<file path="src/rtl/alu_mc.sv">
// Multi-cycle ALU: single-cycle logic/arith/shift ops plus iterative multiply and restoring divide.
// Define ALU_MC_SIGNED_MULDIV_EN to add signed MULS (op 12) and DIVS (op 13).
module alu_mc #(
  parameter int WIDTH = 32,
  parameter int CNT_W = $clog2(WIDTH) + 1
) (
  input  logic             clk,
  input  logic             rst_n,
  input  logic             in_valid,
  output logic             in_ready,
  input  logic [3:0]       op,
  input  logic [WIDTH-1:0] a,
  input  logic [WIDTH-1:0] b,
  output logic             out_valid,
  input  logic             out_ready,
  output logic [WIDTH-1:0] result,
  output logic [WIDTH-1:0] result_hi,
  output logic             zero,
  output logic             div_by_zero,
  output logic             illegal_op
);
  localparam int SH_W = $clog2(WIDTH);
  localparam int DW   = 2 * WIDTH;

  localparam logic [3:0] OP_AND  = 4'd0;
  localparam logic [3:0] OP_OR   = 4'd1;
  localparam logic [3:0] OP_ADD  = 4'd2;
  localparam logic [3:0] OP_SUB  = 4'd3;
  localparam logic [3:0] OP_SLT  = 4'd4;
  localparam logic [3:0] OP_XOR  = 4'd5;
  localparam logic [3:0] OP_NOR  = 4'd6;
  localparam logic [3:0] OP_SLL  = 4'd7;
  localparam logic [3:0] OP_SRL  = 4'd8;
  localparam logic [3:0] OP_SRA  = 4'd9;
  localparam logic [3:0] OP_MULU = 4'd10;
  localparam logic [3:0] OP_DIVU = 4'd11;
`ifdef ALU_MC_SIGNED_MULDIV_EN
  localparam logic [3:0] OP_MULS = 4'd12;
  localparam logic [3:0] OP_DIVS = 4'd13;
`endif

  typedef enum logic [1:0] {IDLE = 2'd0, BUSY = 2'd1, DONE = 2'd2} state_t;

  state_t           state_r;
  logic [CNT_W-1:0] cnt_r;
  logic [WIDTH-1:0] hi_r, lo_r, mcand_r;
  logic             is_mul_r, neg_q_r, neg_r_r, dbz_r;
  logic             in_ready_r, out_valid_r;
  logic [WIDTH-1:0] result_r, result_hi_r;
  logic             zero_r, div_by_zero_r, illegal_r;

  logic [SH_W-1:0]  shamt_s;
  logic [WIDTH-1:0] alu_s, a_mag_s, b_mag_s;
  logic             illegal_s, muldiv_s, is_mul_s, signed_s, a_neg_s, b_neg_s;
  logic [WIDTH:0]   mul_sum_s, div_shift_s, div_diff_s;
  logic [DW-1:0]    prod_s, fin_prod_s;
  logic [WIDTH-1:0] fin_q_s, fin_r_s;

  assign shamt_s = b[SH_W-1:0];

  // Op decode and single-cycle result
  always_comb begin
    alu_s     = '0;
    illegal_s = 1'b0;
    muldiv_s  = 1'b0;
    is_mul_s  = 1'b0;
    signed_s  = 1'b0;
    case (op)
      OP_AND:  alu_s = a & b;
      OP_OR:   alu_s = a | b;
      OP_ADD:  alu_s = a + b;
      OP_SUB:  alu_s = a - b;
      OP_SLT:  alu_s = {{(WIDTH-1){1'b0}}, ($signed(a) < $signed(b))};
      OP_XOR:  alu_s = a ^ b;
      OP_NOR:  alu_s = ~(a | b);
      OP_SLL:  alu_s = a << shamt_s;
      OP_SRL:  alu_s = a >> shamt_s;
      OP_SRA:  alu_s = WIDTH'($signed(a) >>> shamt_s);
      OP_MULU: begin muldiv_s = 1'b1; is_mul_s = 1'b1; end
      OP_DIVU: muldiv_s = 1'b1;
`ifdef ALU_MC_SIGNED_MULDIV_EN
      OP_MULS: begin muldiv_s = 1'b1; is_mul_s = 1'b1; signed_s = 1'b1; end
      OP_DIVS: begin muldiv_s = 1'b1; signed_s = 1'b1; end
`endif
      default: illegal_s = 1'b1;
    endcase
  end

  // Signed ops iterate on magnitudes and fix the sign at the end
  always_comb begin
    a_neg_s = signed_s & a[WIDTH-1];
    b_neg_s = signed_s & b[WIDTH-1];
    a_mag_s = a_neg_s ? (~a + WIDTH'(1)) : a;
    b_mag_s = b_neg_s ? (~b + WIDTH'(1)) : b;
  end

  // One shift-add / restoring-divide step, plus final sign fix-up
  always_comb begin
    mul_sum_s   = {1'b0, hi_r} + {1'b0, mcand_r};
    div_shift_s = {hi_r, lo_r[WIDTH-1]};
    div_diff_s  = div_shift_s - {1'b0, mcand_r};
    prod_s      = {hi_r, lo_r};
    fin_prod_s  = neg_q_r ? (~prod_s + DW'(1)) : prod_s;
    // A zero divisor keeps the all-ones quotient regardless of sign
    fin_q_s     = (neg_q_r && !dbz_r) ? (~lo_r + WIDTH'(1)) : lo_r;
    fin_r_s     = neg_r_r ? (~hi_r + WIDTH'(1)) : hi_r;
  end

  // Control FSM, iteration datapath and registered outputs
  always_ff @(posedge clk or negedge rst_n) begin
    if (!rst_n) begin
      state_r       <= IDLE;
      cnt_r         <= '0;
      hi_r          <= '0;
      lo_r          <= '0;
      mcand_r       <= '0;
      is_mul_r      <= 1'b0;
      neg_q_r       <= 1'b0;
      neg_r_r       <= 1'b0;
      dbz_r         <= 1'b0;
      in_ready_r    <= 1'b1;
      out_valid_r   <= 1'b0;
      result_r      <= '0;
      result_hi_r   <= '0;
      zero_r        <= 1'b0;
      div_by_zero_r <= 1'b0;
      illegal_r     <= 1'b0;
    end else begin
      case (state_r)
        IDLE: begin
          if (in_valid) begin
            in_ready_r    <= 1'b0;
            div_by_zero_r <= 1'b0;
            if (muldiv_s) begin
              hi_r      <= '0;
              lo_r      <= is_mul_s ? b_mag_s : a_mag_s;
              mcand_r   <= is_mul_s ? a_mag_s : b_mag_s;
              cnt_r     <= CNT_W'(WIDTH);
              is_mul_r  <= is_mul_s;
              neg_q_r   <= a_neg_s ^ b_neg_s;
              neg_r_r   <= a_neg_s;
              dbz_r     <= !is_mul_s && (b == '0);
              illegal_r <= 1'b0;
              state_r   <= BUSY;
            end else begin
              result_r    <= alu_s;
              result_hi_r <= '0;
              zero_r      <= (alu_s == '0);
              illegal_r   <= illegal_s;
              out_valid_r <= 1'b1;
              state_r     <= DONE;
            end
          end else begin
            in_ready_r <= 1'b1;
          end
        end
        BUSY: begin
          if (cnt_r != '0) begin
            cnt_r <= cnt_r - CNT_W'(1);
            if (is_mul_r) begin
              if (lo_r[0]) begin
                {hi_r, lo_r} <= {mul_sum_s, lo_r[WIDTH-1:1]};
              end else begin
                {hi_r, lo_r} <= {1'b0, hi_r, lo_r[WIDTH-1:1]};
              end
            end else begin
              if (!div_diff_s[WIDTH]) begin
                hi_r <= div_diff_s[WIDTH-1:0];
              end else begin
                hi_r <= div_shift_s[WIDTH-1:0];
              end
              lo_r <= {lo_r[WIDTH-2:0], ~div_diff_s[WIDTH]};
            end
          end else begin
            if (is_mul_r) begin
              {result_hi_r, result_r} <= fin_prod_s;
              zero_r                  <= (fin_prod_s[WIDTH-1:0] == '0);
            end else begin
              result_r      <= fin_q_s;
              result_hi_r   <= fin_r_s;
              zero_r        <= (fin_q_s == '0);
              div_by_zero_r <= dbz_r;
            end
            out_valid_r <= 1'b1;
            state_r     <= DONE;
          end
        end
        DONE: begin
          if (out_ready) begin
            out_valid_r <= 1'b0;
            in_ready_r  <= 1'b1;
            state_r     <= IDLE;
          end else begin
            out_valid_r <= 1'b1;
          end
        end
        default: begin
          state_r     <= IDLE;
          in_ready_r  <= 1'b1;
          out_valid_r <= 1'b0;
        end
      endcase
    end
  end

  assign in_ready    = in_ready_r;
  assign out_valid   = out_valid_r;
  assign result      = result_r;
  assign result_hi   = result_hi_r;
  assign zero        = zero_r;
  assign div_by_zero = div_by_zero_r;
  assign illegal_op  = illegal_r;
endmodule

</file>
<file path="config.mk">
export PLATFORM = sky130hd
export DESIGN_NAME = alu_mc
export DESIGN_NICKNAME = d
export VERILOG_FILES = /design/src/rtl/alu_mc.sv
export SDC_FILE = /design/constraint.sdc
export NUM_CORES = 1
export LEC_CHECK = 0
export BUFFER_PORTS_ARGS = -buffer_cell sky130_fd_sc_hd__clkbuf_2
export CORE_UTILIZATION = 50
export CTS_CLUSTER_DIAMETER = 30
export DETAILED_ROUTE_END_ITERATION = 10
export PLACE_DENSITY_LB_ADDON = 0.2
export SETUP_SLACK_MARGIN = 0.15
export SYNTH_ARGS = -nofsm -noshare
export SYNTH_HDL_FRONTEND = slang
export SYNTH_SLANG_ARGS = --single-unit
</file>
<file path="constraint.sdc">
create_clock -name clk -period 5.3 [get_ports clk]
set_input_delay 1.06 -clock clk [delete_from_list [all_inputs] [get_ports clk]]
set_output_delay 1.06 -clock clk [all_outputs]
set_load 0.05 [all_outputs]
</file>
==> flow_summary.ini <==
[drt]
avgViaCountPerCell = 6.977
routed-via-count = 26127
antenna_left = 0
totalWireLength_um = 111000
dr.pass1.iters = 7
wl_per_cell_um = 29.64
drc = 0
drt_iter0_markers = 3687

[synthesis]
async_flop_share_pct = 100.0
synth_top_family_by_area = compound AO/OA/AOI/OAI gates
synth_top_area_share_pct = 19.13
synth_cells = 2984
netlist_top_cells_area = dfrtp_1, ha_1, nand2_1
synth_edf_count = 0
synthFlopType = dfrtp_1
synth_xor_area_share_pct = 2.155
synthAdderAreaFrac_pct = 9.974
syn_area_um2 = 22760
synth_simple_gate_area_share_pct = 18.93
yosysTopAreaCell = dfrtp_1
seq_area_frac_synth_pct = 19.25
syn_avg_cell_area_um2 = 7.626
synthMuxAreaShare_pct = 12.83
synth_commonest_cells = nand2_1, o21ai_0, nor2_1
yosys.cell_types.count = 98
yosys.cell_count.top_type = nand2_1
ys_ff_latch = 175
syn-num-nets = 3235
yosysWarnings = 0
synth_compound_area_share_pct = 29.93

[sta]
slew_headroom_pct = 10.76
tightest_slew_ps = 1327
slew_viol_final = 0
rsz0062_at_grt = no
min_period_over_period_pct = 94.41
finalCriticalPeriod_ps = 5004
setup_viol = 0
fin_skew_ps = 13.64
final.setup.tns_ps = 0
fmax_mhz = 199.8
hold_viol_final = 0

[placed_design]
hpwl_um = 86070
port_buffers = 140
gp_congestion = 1.117

[cts]
clk_latency_ps = 460
htree_levels = 4
cts_sinks = 175
cts_root_buffer = clkbuf_16
clkSlewWorstSetupHoldPaths_ps = 70
post_cts_buffers = 0
cts_buffer_depth = 2
cts-buffers-inserted = 17
ctsResizeCount = 0
ctsHoldBuffers = 0
cts_tree = yes

[global_route]
grt_pass1_vias = 24438
met2_usage_pct = 70.33
overflow = 0
grtUsageMet1_pct = 59.18
grt_pass1_wl_um = 162600
grt_usage_pct = 47.00
use_met3_pct = 11.65
top_usage_layer = met2
grt_max_degree = 99
antenna_found_initial = 7

[run]
cap_violations = 0

[power_and_ir_drop]
power.leakage_nw = 11.74
cellPowerDensity_nw_per_um2 = 412.9
power_mw = 10.62
max-vdd-ir-drop_mv = 0.5168

[worst_setup_path]
critPathKind = in -> reg
required_ps = 5690
cp-start-kind = primary input
critical_path.max_fanout = 75
worstPathArrival_ps = 5390
end_kind = flip-flop

[floorplan]
start_util_pct = 51.13
dieArea_um2 = 46370
core_um2 = 44510
io_pins = 141
die_h_um = 215.3
die-width_um = 215.3
rows = 77

[layout]
drive_above_1_share_pct = 18.33
fin_util_pct = 57.76
nNetsFinal = 3385
synthToLayoutAreaGrowth_pct = 12.98

[hold_path]
hold_path.class = reg -> reg

[run_status]
outcome = finished, final reports clean
==> logic make-up (layout without fill, tap and decap cells) <==
group                      Yosys count  in the layout
buffers and inverters              393            556
xor gates and xnor gates            56             56
and+or+nand+nor                    934            934
adders and majority gates          179            179
DFF                                175            175
other                                0              6
muxes                              220            220
AOI/OAI and AO/OA                 1027           1027
==> path summary, 6_finish.rpt <==
path,endpoint,depth (start not counted),slack (ps),startpoint
min,result[2]$_DFFE_PN0P_,2,480,result[2]$_DFFE_PN0P_
max,zero$_DFFE_PN0P_,15,300,b[2]
max reg2reg,hi_r[29]$_DFFE_PN0P_,14,1330,mcand_r[0]$_DFFE_PN0P_
min reg2reg,result[2]$_DFFE_PN0P_,2,480,result[2]$_DFFE_PN0P_
min in group asynchronous,result[19]$_DFFE_PN0P_,1,670,rst_n
max in group asynchronous,result_hi[14]$_DFFE_PN0P_,2,3550,rst_n
==> worst max-delay path: stages <==
cell       delay (ps)
buf_4             130
buf_12            320
buf_4             400
mux4_2            410
mux2i_1           270
o22ai_1           120
a31oi_1           450
o211ai_1          380
a2111oi_2         430
nand4_1           160
nor4_2            270
nand4_1           300
nor4b_2           380
nand4_1           130
o21ai_1           140
==> metal layers <==
layer / up-vias / wire [um]
li1: 11382 / -
met5: - / 37
met4: 6 / 9000
met2: 1813 / 47360
met3: 468 / 13070
met1: 12458 / 41540
==> cell usage in the layout (no fill, tap or decap), types with 52 or more instances in the layout <==
master,n
nor2_1,217
a211oi_1,56
mux2i_1,97
mux2_2,71
nor3_1,64
o211ai_1,69
clkbuf_2,135
nand2_1,376
dfrtp_1,172
buf_4,230
inv_1,148
o21ai_0,244
a21oi_1,215
ha_1,175
nand3_1,52
a31oi_1,57
==> state kept, by name, indices dropped and copies added (netlist names) <==
| register | flops |
|---|---|
| hi_r | 32 |
| lo_r | 32 |
| mcand_r | 32 |
| result | 32 |
| result_hi | 32 |
| cnt_r | 6 |
| state_r | 2 |
| dbz_r | 1 |
| div_by_zero | 1 |
| illegal_op | 1 |
| in_ready | 1 |
| is_mul_r | 1 |
| out_valid | 1 |
| zero | 1 |
==> power by group <==
group,switching (mW),internal (mW)
Sequential,0.745,1.82
Combinational,4.18,2.64
Clock,0.580,0.656
Total,5.50,5.11
==> through the flow <==
stage / cell area, um^2 / cells / worst slack (ps) / hold WS, ps
2_1_floorplan: 22760 / 2984 / 185.8 / 454.0
3_3_place_gp: 25130 / 3707 / 159.4 / 457.5
3_5_place_dp: 25130 / 3707 / 34.73 / 470.2
4_1_cts: 25700 / 3739 / 518.7 / 484.9
5_1_grt: 25700 / 3739 / 222.7 / 521.2
6_report: 25710 / 3745 / 296.1 / 481.0
==> cell type report <==
cell class | instances | area, um^2
Timing Repair Buffer | 373 | 2541
Inverter | 151 | 566.8
Multi-Input combinational cell | 2416 | 16900
Clock buffer | 19 | 432.9
Tap cell | 592 | 740.7
Sequential cell | 175 | 4383
Antenna cell | 6 | 15.01
Fill cell | 4194 | 18800
Clock inverter | 13 | 128.9
No activity file was read; power rests on OpenSTA's default activity.
